--- config.mk ---
export PLATFORM = sky130hd
export DESIGN_NAME = fpu_lsu_flat
export DESIGN_NICKNAME = d
export VERILOG_FILES = /design/src/rtl/fpu_lsu_if.sv /design/src/rtl/fpu_lsu.sv /design/src/flat_wrapper.sv
export SDC_FILE = /design/constraint.sdc
export NUM_CORES = 1
export LEC_CHECK = 0
export BUFFER_PORTS_ARGS = -buffer_cell sky130_fd_sc_hd__buf_4
export CORE_ASPECT_RATIO = 1.4
export CORE_MARGIN = 10
export CORE_UTILIZATION = 35
export CTS_BUF_LIST = sky130_fd_sc_hd__clkbuf_8
export CTS_CLUSTER_DIAMETER = 60
export CTS_CLUSTER_SIZE = 8
export DETAILED_ROUTE_END_ITERATION = 8
export GPL_TIMING_DRIVEN = 0
export PLACE_DENSITY = 0.67
export SYNTH_ARGS = -nofsm -noshare
export SYNTH_HDL_FRONTEND = slang
export SYNTH_SLANG_ARGS = --single-unit
--- constraint.sdc ---
create_clock -name CLK -period 2.42 [get_ports CLK]
set_input_delay 0.484 -clock CLK [delete_from_list [all_inputs] [get_ports CLK]]
set_output_delay 0.484 -clock CLK [all_outputs]
set_load 0.05 [all_outputs]
--- src/rtl/fpu_lsu_if.sv ---
// Request, memory-bus and write-back signals of the FP load/store unit.
// slave = the LSU itself, master = the pipeline/memory side driving it.
interface fpu_lsu_if #(
  parameter int FLEN   = 64,
  parameter int BUS_W  = 32,
  parameter int ADDR_W = 32
);
  logic              req_valid;
  logic              req_ready;
  logic              req_load;
  logic              req_store;
  logic              req_dbl;
  logic [ADDR_W-1:0] req_addr;
  logic [FLEN-1:0]   req_wdata;
  logic [4:0]        req_rd;
  logic              flush;
  logic [ADDR_W-1:0] mem_addr;
  logic              mem_ren;
  logic              mem_wen;
  logic [BUS_W-1:0]  mem_store;
  logic [BUS_W-1:0]  mem_load;
  logic              mem_busy;
  logic              reg_w;
  logic [4:0]        reg_rd;
  logic [FLEN-1:0]   reg_wdata;
  logic              busy;
  logic              exception;

  modport slave (
    input  req_valid, req_load, req_store, req_dbl, req_addr, req_wdata, req_rd,
    input  flush, mem_load, mem_busy,
    output req_ready, mem_addr, mem_ren, mem_wen, mem_store,
    output reg_w, reg_rd, reg_wdata, busy, exception
  );

  modport master (
    output req_valid, req_load, req_store, req_dbl, req_addr, req_wdata, req_rd,
    output flush, mem_load, mem_busy,
    input  req_ready, mem_addr, mem_ren, mem_wen, mem_store,
    input  reg_w, reg_rd, reg_wdata, busy, exception
  );
endinterface

--- src/rtl/fpu_lsu.sv ---
// FP load/store unit: splits FLW/FSW/FLD/FSD into 32-bit bus beats and writes loads back.
// Optional macro FPU_LSU_NANBOX_EN: NaN-box word loads into a 64-bit register.
module fpu_lsu #(
  parameter int FLEN   = 64,
  parameter int BUS_W  = 32,
  parameter int ADDR_W = 32
) (
  input logic     CLK,
  input logic     nRST,
  fpu_lsu_if.slave bus
);

`ifdef FPU_LSU_NANBOX_EN
  localparam logic [31:0] WORD_UPPER = 32'hFFFF_FFFF;
`else
  localparam logic [31:0] WORD_UPPER = 32'h0000_0000;
`endif

  typedef enum logic [1:0] {IDLE = 2'd0, XFER = 2'd1, DONE = 2'd2} state_e;

  state_e            state_q, state_d;
  logic              beat_q, beat_d;
  logic              load_q, load_d;
  logic              store_q, store_d;
  logic              dbl_q, dbl_d;
  logic [ADDR_W-1:0] addr_q, addr_d;
  logic [63:0]       wdata_q, wdata_d;
  logic [63:0]       res_q, res_d;
  logic [4:0]        rd_q, rd_d;
  logic              flush_pend_q, flush_pend_d;
  logic              exc_q, exc_d;

  logic              accept_s;
  logic              illegal_s;
  logic              xfer_s;
  logic              beat_done_s;
  logic              last_s;
  logic              reg_w_s;
  logic [BUS_W-1:0]  store_s;

  assign accept_s    = bus.req_valid && (state_q == IDLE) && (bus.req_load || bus.req_store);
  assign illegal_s   = (bus.req_load && bus.req_store)
                     || (bus.req_dbl && (FLEN == 32))
                     || (!bus.req_dbl && (bus.req_addr[1:0] != 2'b00))
                     || (bus.req_dbl && (bus.req_addr[2:0] != 3'b000));
  assign xfer_s      = (state_q == XFER);
  assign beat_done_s = xfer_s && !bus.mem_busy;
  assign last_s      = (beat_q == dbl_q);

  // Next-state, operand latching and load-data capture.
  always_comb begin
    state_d      = state_q;
    beat_d       = beat_q;
    load_d       = load_q;
    store_d      = store_q;
    dbl_d        = dbl_q;
    addr_d       = addr_q;
    wdata_d      = wdata_q;
    res_d        = res_q;
    rd_d         = rd_q;
    flush_pend_d = flush_pend_q;
    exc_d        = 1'b0;
    case (state_q)
      IDLE: begin
        if (accept_s && illegal_s) begin
          exc_d = 1'b1;
        end else if (accept_s) begin
          state_d      = XFER;
          beat_d       = 1'b0;
          load_d       = bus.req_load;
          store_d      = bus.req_store;
          dbl_d        = bus.req_dbl;
          addr_d       = bus.req_addr;
          wdata_d      = 64'(bus.req_wdata);
          rd_d         = bus.req_rd;
          flush_pend_d = 1'b0;
        end else begin
          state_d = IDLE;
        end
      end
      XFER: begin
        if (bus.flush) begin
          flush_pend_d = 1'b1;
        end else begin
          flush_pend_d = flush_pend_q;
        end
        if (beat_done_s) begin
          // A flushed op still finishes its current beat, then drops the rest.
          if (load_q && !dbl_q) begin
            res_d = {WORD_UPPER, bus.mem_load[31:0]};
          end else if (load_q && !beat_q) begin
            res_d[31:0] = bus.mem_load[31:0];
          end else if (load_q) begin
            res_d[63:32] = bus.mem_load[31:0];
          end else begin
            res_d = res_q;
          end
          if (bus.flush || flush_pend_q) begin
            state_d      = IDLE;
            flush_pend_d = 1'b0;
          end else if (last_s) begin
            state_d = DONE;
          end else begin
            beat_d = 1'b1;
          end
        end else begin
          state_d = XFER;
        end
      end
      DONE: begin
        state_d = IDLE;
      end
      default: begin
        state_d = IDLE;
      end
    endcase
  end

  // State and operand registers.
  always_ff @(posedge CLK or negedge nRST) begin
    if (!nRST) begin
      state_q      <= IDLE;
      beat_q       <= 1'b0;
      load_q       <= 1'b0;
      store_q      <= 1'b0;
      dbl_q        <= 1'b0;
      addr_q       <= '0;
      wdata_q      <= 64'h0;
      res_q        <= 64'h0;
      rd_q         <= 5'd0;
      flush_pend_q <= 1'b0;
      exc_q        <= 1'b0;
    end else begin
      state_q      <= state_d;
      beat_q       <= beat_d;
      load_q       <= load_d;
      store_q      <= store_d;
      dbl_q        <= dbl_d;
      addr_q       <= addr_d;
      wdata_q      <= wdata_d;
      res_q        <= res_d;
      rd_q         <= rd_d;
      flush_pend_q <= flush_pend_d;
      exc_q        <= exc_d;
    end
  end

  // Outputs decode straight from the flops so reset clears them immediately.
  assign reg_w_s = (state_q == DONE) && load_q && !bus.flush;
  assign store_s = (xfer_s && store_q) ? (beat_q ? wdata_q[63:32] : wdata_q[31:0]) : '0;

  assign bus.req_ready = (state_q == IDLE);
  assign bus.busy      = xfer_s;
  assign bus.mem_ren   = xfer_s && load_q;
  assign bus.mem_wen   = xfer_s && store_q;
  assign bus.mem_addr  = xfer_s ? (addr_q + ADDR_W'({beat_q, 2'b00})) : '0;
  assign bus.mem_store = store_s;
  assign bus.reg_w     = reg_w_s;
  assign bus.reg_rd    = reg_w_s ? rd_q : 5'd0;
  assign bus.reg_wdata = reg_w_s ? res_q[FLEN-1:0] : '0;
  assign bus.exception = exc_q;

endmodule

--- src/flat_wrapper.sv ---
// flat-port wrapper written by rule: the top's interface ports become plain ports
module fpu_lsu_flat 
#(
  parameter int FLEN   = 64,
  parameter int BUS_W  = 32,
  parameter int ADDR_W = 32
)
  (CLK, nRST, bus_req_valid, bus_req_load, bus_req_store, bus_req_dbl, bus_req_addr, bus_req_wdata, bus_req_rd, bus_flush, bus_mem_load, bus_mem_busy, bus_req_ready, bus_mem_addr, bus_mem_ren, bus_mem_wen, bus_mem_store, bus_reg_w, bus_reg_rd, bus_reg_wdata, bus_busy, bus_exception);
  fpu_lsu_if #(.FLEN(FLEN), .BUS_W(BUS_W), .ADDR_W(ADDR_W)) bus_i ();
  input logic CLK;
  input logic nRST;
  input wire logic [$bits(bus_i.req_valid)-1:0] bus_req_valid;
  input wire logic [$bits(bus_i.req_load)-1:0] bus_req_load;
  input wire logic [$bits(bus_i.req_store)-1:0] bus_req_store;
  input wire logic [$bits(bus_i.req_dbl)-1:0] bus_req_dbl;
  input wire logic [$bits(bus_i.req_addr)-1:0] bus_req_addr;
  input wire logic [$bits(bus_i.req_wdata)-1:0] bus_req_wdata;
  input wire logic [$bits(bus_i.req_rd)-1:0] bus_req_rd;
  input wire logic [$bits(bus_i.flush)-1:0] bus_flush;
  input wire logic [$bits(bus_i.mem_load)-1:0] bus_mem_load;
  input wire logic [$bits(bus_i.mem_busy)-1:0] bus_mem_busy;
  output wire logic [$bits(bus_i.req_ready)-1:0] bus_req_ready;
  output wire logic [$bits(bus_i.mem_addr)-1:0] bus_mem_addr;
  output wire logic [$bits(bus_i.mem_ren)-1:0] bus_mem_ren;
  output wire logic [$bits(bus_i.mem_wen)-1:0] bus_mem_wen;
  output wire logic [$bits(bus_i.mem_store)-1:0] bus_mem_store;
  output wire logic [$bits(bus_i.reg_w)-1:0] bus_reg_w;
  output wire logic [$bits(bus_i.reg_rd)-1:0] bus_reg_rd;
  output wire logic [$bits(bus_i.reg_wdata)-1:0] bus_reg_wdata;
  output wire logic [$bits(bus_i.busy)-1:0] bus_busy;
  output wire logic [$bits(bus_i.exception)-1:0] bus_exception;
  assign bus_i.req_valid = bus_req_valid;
  assign bus_i.req_load = bus_req_load;
  assign bus_i.req_store = bus_req_store;
  assign bus_i.req_dbl = bus_req_dbl;
  assign bus_i.req_addr = bus_req_addr;
  assign bus_i.req_wdata = bus_req_wdata;
  assign bus_i.req_rd = bus_req_rd;
  assign bus_i.flush = bus_flush;
  assign bus_i.mem_load = bus_mem_load;
  assign bus_i.mem_busy = bus_mem_busy;
  assign bus_req_ready = bus_i.req_ready;
  assign bus_mem_addr = bus_i.mem_addr;
  assign bus_mem_ren = bus_i.mem_ren;
  assign bus_mem_wen = bus_i.mem_wen;
  assign bus_mem_store = bus_i.mem_store;
  assign bus_reg_w = bus_i.reg_w;
  assign bus_reg_rd = bus_i.reg_rd;
  assign bus_reg_wdata = bus_i.reg_wdata;
  assign bus_busy = bus_i.busy;
  assign bus_exception = bus_i.exception;
  fpu_lsu #(.FLEN(FLEN), .BUS_W(BUS_W), .ADDR_W(ADDR_W)) u_core (.CLK(CLK), .nRST(nRST), .bus(bus_i));
endmodule
==> results.sh <==
export IMPL_status="finished with violations"
export IMPL_violations="negative setup slack"
export IMPL_utilization_pct=55.8
export IMPL_cp_arrival_ps=2330
export IMPL_grt_pass1_vias=7328
export IMPL_via_per_inst=4.89
export IMPL_finalWirelength_mm=27.6
export IMPL_netlist_top_cells_area="dfrtp_1, mux2_2, and2_1"
export IMPL_path_max_fanout=4
export IMPL_crit_path_end_kind="primary output"
export IMPL_die_area_um2=29900
export IMPL_drive_above_1_share_pct=59.4
export IMPL_setup_viol_count_final=69
export IMPL_overflow=0
export IMPL_grt_max_degree=114
export IMPL_synth_seq_cells=173
export IMPL_drc=0
export IMPL_place_port_buffers=279
export IMPL_clock_skew_ps=14.0
export IMPL_cts_buffers=17
export IMPL_cts_sinks=173
export IMPL_relSlewSlack_pct=40.6
export IMPL_tritoncts="done"
export IMPL_synthFlopType="dfrtp_1"
export IMPL_rows=66
export IMPL_ir_drop_mv=0.479
export IMPL_synthCells=729
export IMPL_clockRootBuffer="clkbuf_8"
export IMPL_r2r_slack_ps=220
export IMPL_grt_busiest_layer="met2"
export IMPL_dp_cells=1315
export IMPL_hold_class="primary input to flip-flop"
export IMPL_initial_core_util_pct=35.3
export IMPL_die_h_um=201
export IMPL_syn_avg_cell_area_um2=11.2
export IMPL_rsz0062_at_grt="true"
export IMPL_fin_nets=1214
export IMPL_drt_iter0_drc=206
export IMPL_netlist_area_um2=8160
export IMPL_area_growth_pct=58.2
export IMPL_drtPass1Iterations=4
export IMPL_final_max_slew_viol_count=0
export IMPL_place_ws_ps=-331
export IMPL_synth_top_area_share_pct=53.1
export IMPL_p_per_area_nw_per_um2=731
export IMPL_dp_hpwl_mm=19.6
export IMPL_core_area_um2=23100
export IMPL_synthArstFlopShare_pct=100
export IMPL_max_freq_ghz=0.355
export IMPL_die_w_um=149
export IMPL_synth_nets=872
export IMPL_finalCritPeriodShare_pct=116
export IMPL_routedWlPerCell_um=19.8
export IMPL_yosys_warnings=0
export IMPL_globalplace_congestion=0.814
export IMPL_grt_antenna_before_repair=2
export IMPL_grt_usage_pct=17.9
export IMPL_cts_max_level=4
export IMPL_grt_first_pass_wirelength_mm=41.7
export IMPL_grtUsageMet3_pct=5.21
export IMPL_final_setup_tns_ps=-10230
export IMPL_ys_top_cells_by_count="dfrtp_1, mux2_2, nand2_1"
export IMPL_worst_pin_slew_ps=887
export IMPL_grt_util_met2_pct=32.0
export IMPL_use_met1_pct=18.7
export IMPL_cap_violations=0
export IMPL_seq_area_frac_synth_pct=53.1
export IMPL_path_clk_slew_ps=100
export IMPL_critPathKind="flip-flop to primary output"
export IMPL_cellLeakagePower_nw=6.01
export IMPL_start_kind="flip-flop"
export IMPL_synth_edf_count=0
export IMPL_yosysMostFrequentCell="dfrtp_1"
export IMPL_stdcell_count=1392
export IMPL_worst_slack_ps=-394
export IMPL_cp_required_ps=1940
export IMPL_p_total_mw=9.44
export IMPL_detail_route_antenna_nets=0
export IMPL_ios=280
export IMPL_cts_buffer_depth=2
export IMPL_synth_top_cell_by_area="dfrtp_1"
export IMPL_yosysUniqueCellTypes=30
export IMPL_fin_crit_ps=2810
export IMPL_clkLatencyLatePin_ps=490
export IMPL_num_vias=6801
export IMPL_hold_violations=0
## per-layer routing
layer	up-vias	routed length (um)
li1	3157	-
met1	3390	9960
met2	206	15000
met3	48	1670
met4	0	973
met5	-	0
## layout by cell type, fill, tap and decap left out, types with 6 or more instances in the layout
cell      Yosys  layout
buf_8         0      76
and2_4        0      69
dfrtp_1     173     166
nand4_1       9       9
clkbuf_1     31      17
xor2_1       18      16
mux2_2      133     133
nor2_1       60      37
o21ai_0      42      42
nand3_1      14       7
mux2i_1      32      31
nand2_1      80      76
nand3_2       1       6
nor2_2        0      22
buf_4         0     196
inv_1         8       8
buf_6         0      50
a21oi_1       9       6
and2_1       76       7
buf_2         8       8
dfrtp_2       0       7
clkbuf_8      0      24
buf_12        0       6
## cells by family (layout without fill, tap and decap cells)
family	Yosys count	after routing	synth area share (%)
xor+xnor	24	24	2.58
fa+ha+maj	2	2	0.307
mux	165	165	22.3
other cells	0	2	0
buf+inv	50	405	2.42
simple gates	262	262	16.0
flops	173	173	53.1
compound gates	53	53	3.33
## worst max-delay path, cell delays in order, from the launching register on
cell,delay [ps]
dfrtp_1,410
ha_4,170
and3_4,200
and4_4,260
nand3_4,90
or3_4,400
a21oi_4,150
buf_6,170
## flip-flops by register name, summed over array words and instances (netlist names)
register              cells
u_core.addr_q            32
u_core.beat_q             1
u_core.flush_pend_q       1
u_core.rd_q               5
u_core.dbl_q              1
u_core.state_q            2
u_core.res_q             64
u_core.wdata_q           64
u_core.bus.exception      1
u_core.load_q             1
u_core.store_q            1
## path summary, 6_finish.rpt
path                       cells after the start         startpoint                 end
setup / recovery                               7   u_core.addr_q[2]    bus_mem_addr[29]
hold / removal                                 2   bus_req_addr[18]   u_core.addr_q[18]
setup reg to reg                               7  u_core.state_q[0]  u_core.wdata_q[35]
hold reg to reg                                2   u_core.res_q[42]    u_core.res_q[42]
max in group asynchronous                      3               nRST    u_core.addr_q[5]
min in group asynchronous                      2               nRST    u_core.res_q[25]
## through the flow
step / instance area (um2) / hold WS, ps
2_1_floorplan: 8220 / 188
3_3_place_gp: 10700 / 453
3_5_place_dp: 10700 / 450
4_1_cts: 12400 / 190
5_1_grt: 12900 / 196
6_report: 12900 / 222
## what timing repair did
item / in CTS / in global routing
setup buffers: 24 / 14
hold buffers: 1 / 0
pin swaps: 48 / 39
hold endpoints to repair: 60 / 0
gates cloned: 4 / 3
setup endpoints to repair: 132 / 118
gates resized for setup: 268 / 110
## cell type report
| class | count | area (um2) |
|---|---|---|
| Fill cell | 1972 | 10200 |
| Sequential cell | 173 | 4340 |
| Multi-Input combinational cell | 506 | 4080 |
| Timing Repair Buffer | 324 | 3300 |
| Tap cell | 306 | 383 |
| Buffer | 41 | 320 |
| Clock buffer | 21 | 289 |
| Clock inverter | 11 | 164 |
| Inverter | 8 | 32.5 |
| Antenna cell | 2 | 5.00 |
## report_power, final
| group | total (mW) | internal [mW] | switching (mW) |
|---|---|---|---|
| logic | 2.57 | 1.35 | 1.22 |
| clock network | 2.32 | 1.23 | 1.09 |
| registers | 4.54 | 3.88 | 0.659 |
| total | 9.44 | 6.46 | 2.98 |
No activity file was read; power rests on OpenSTA's default activity.
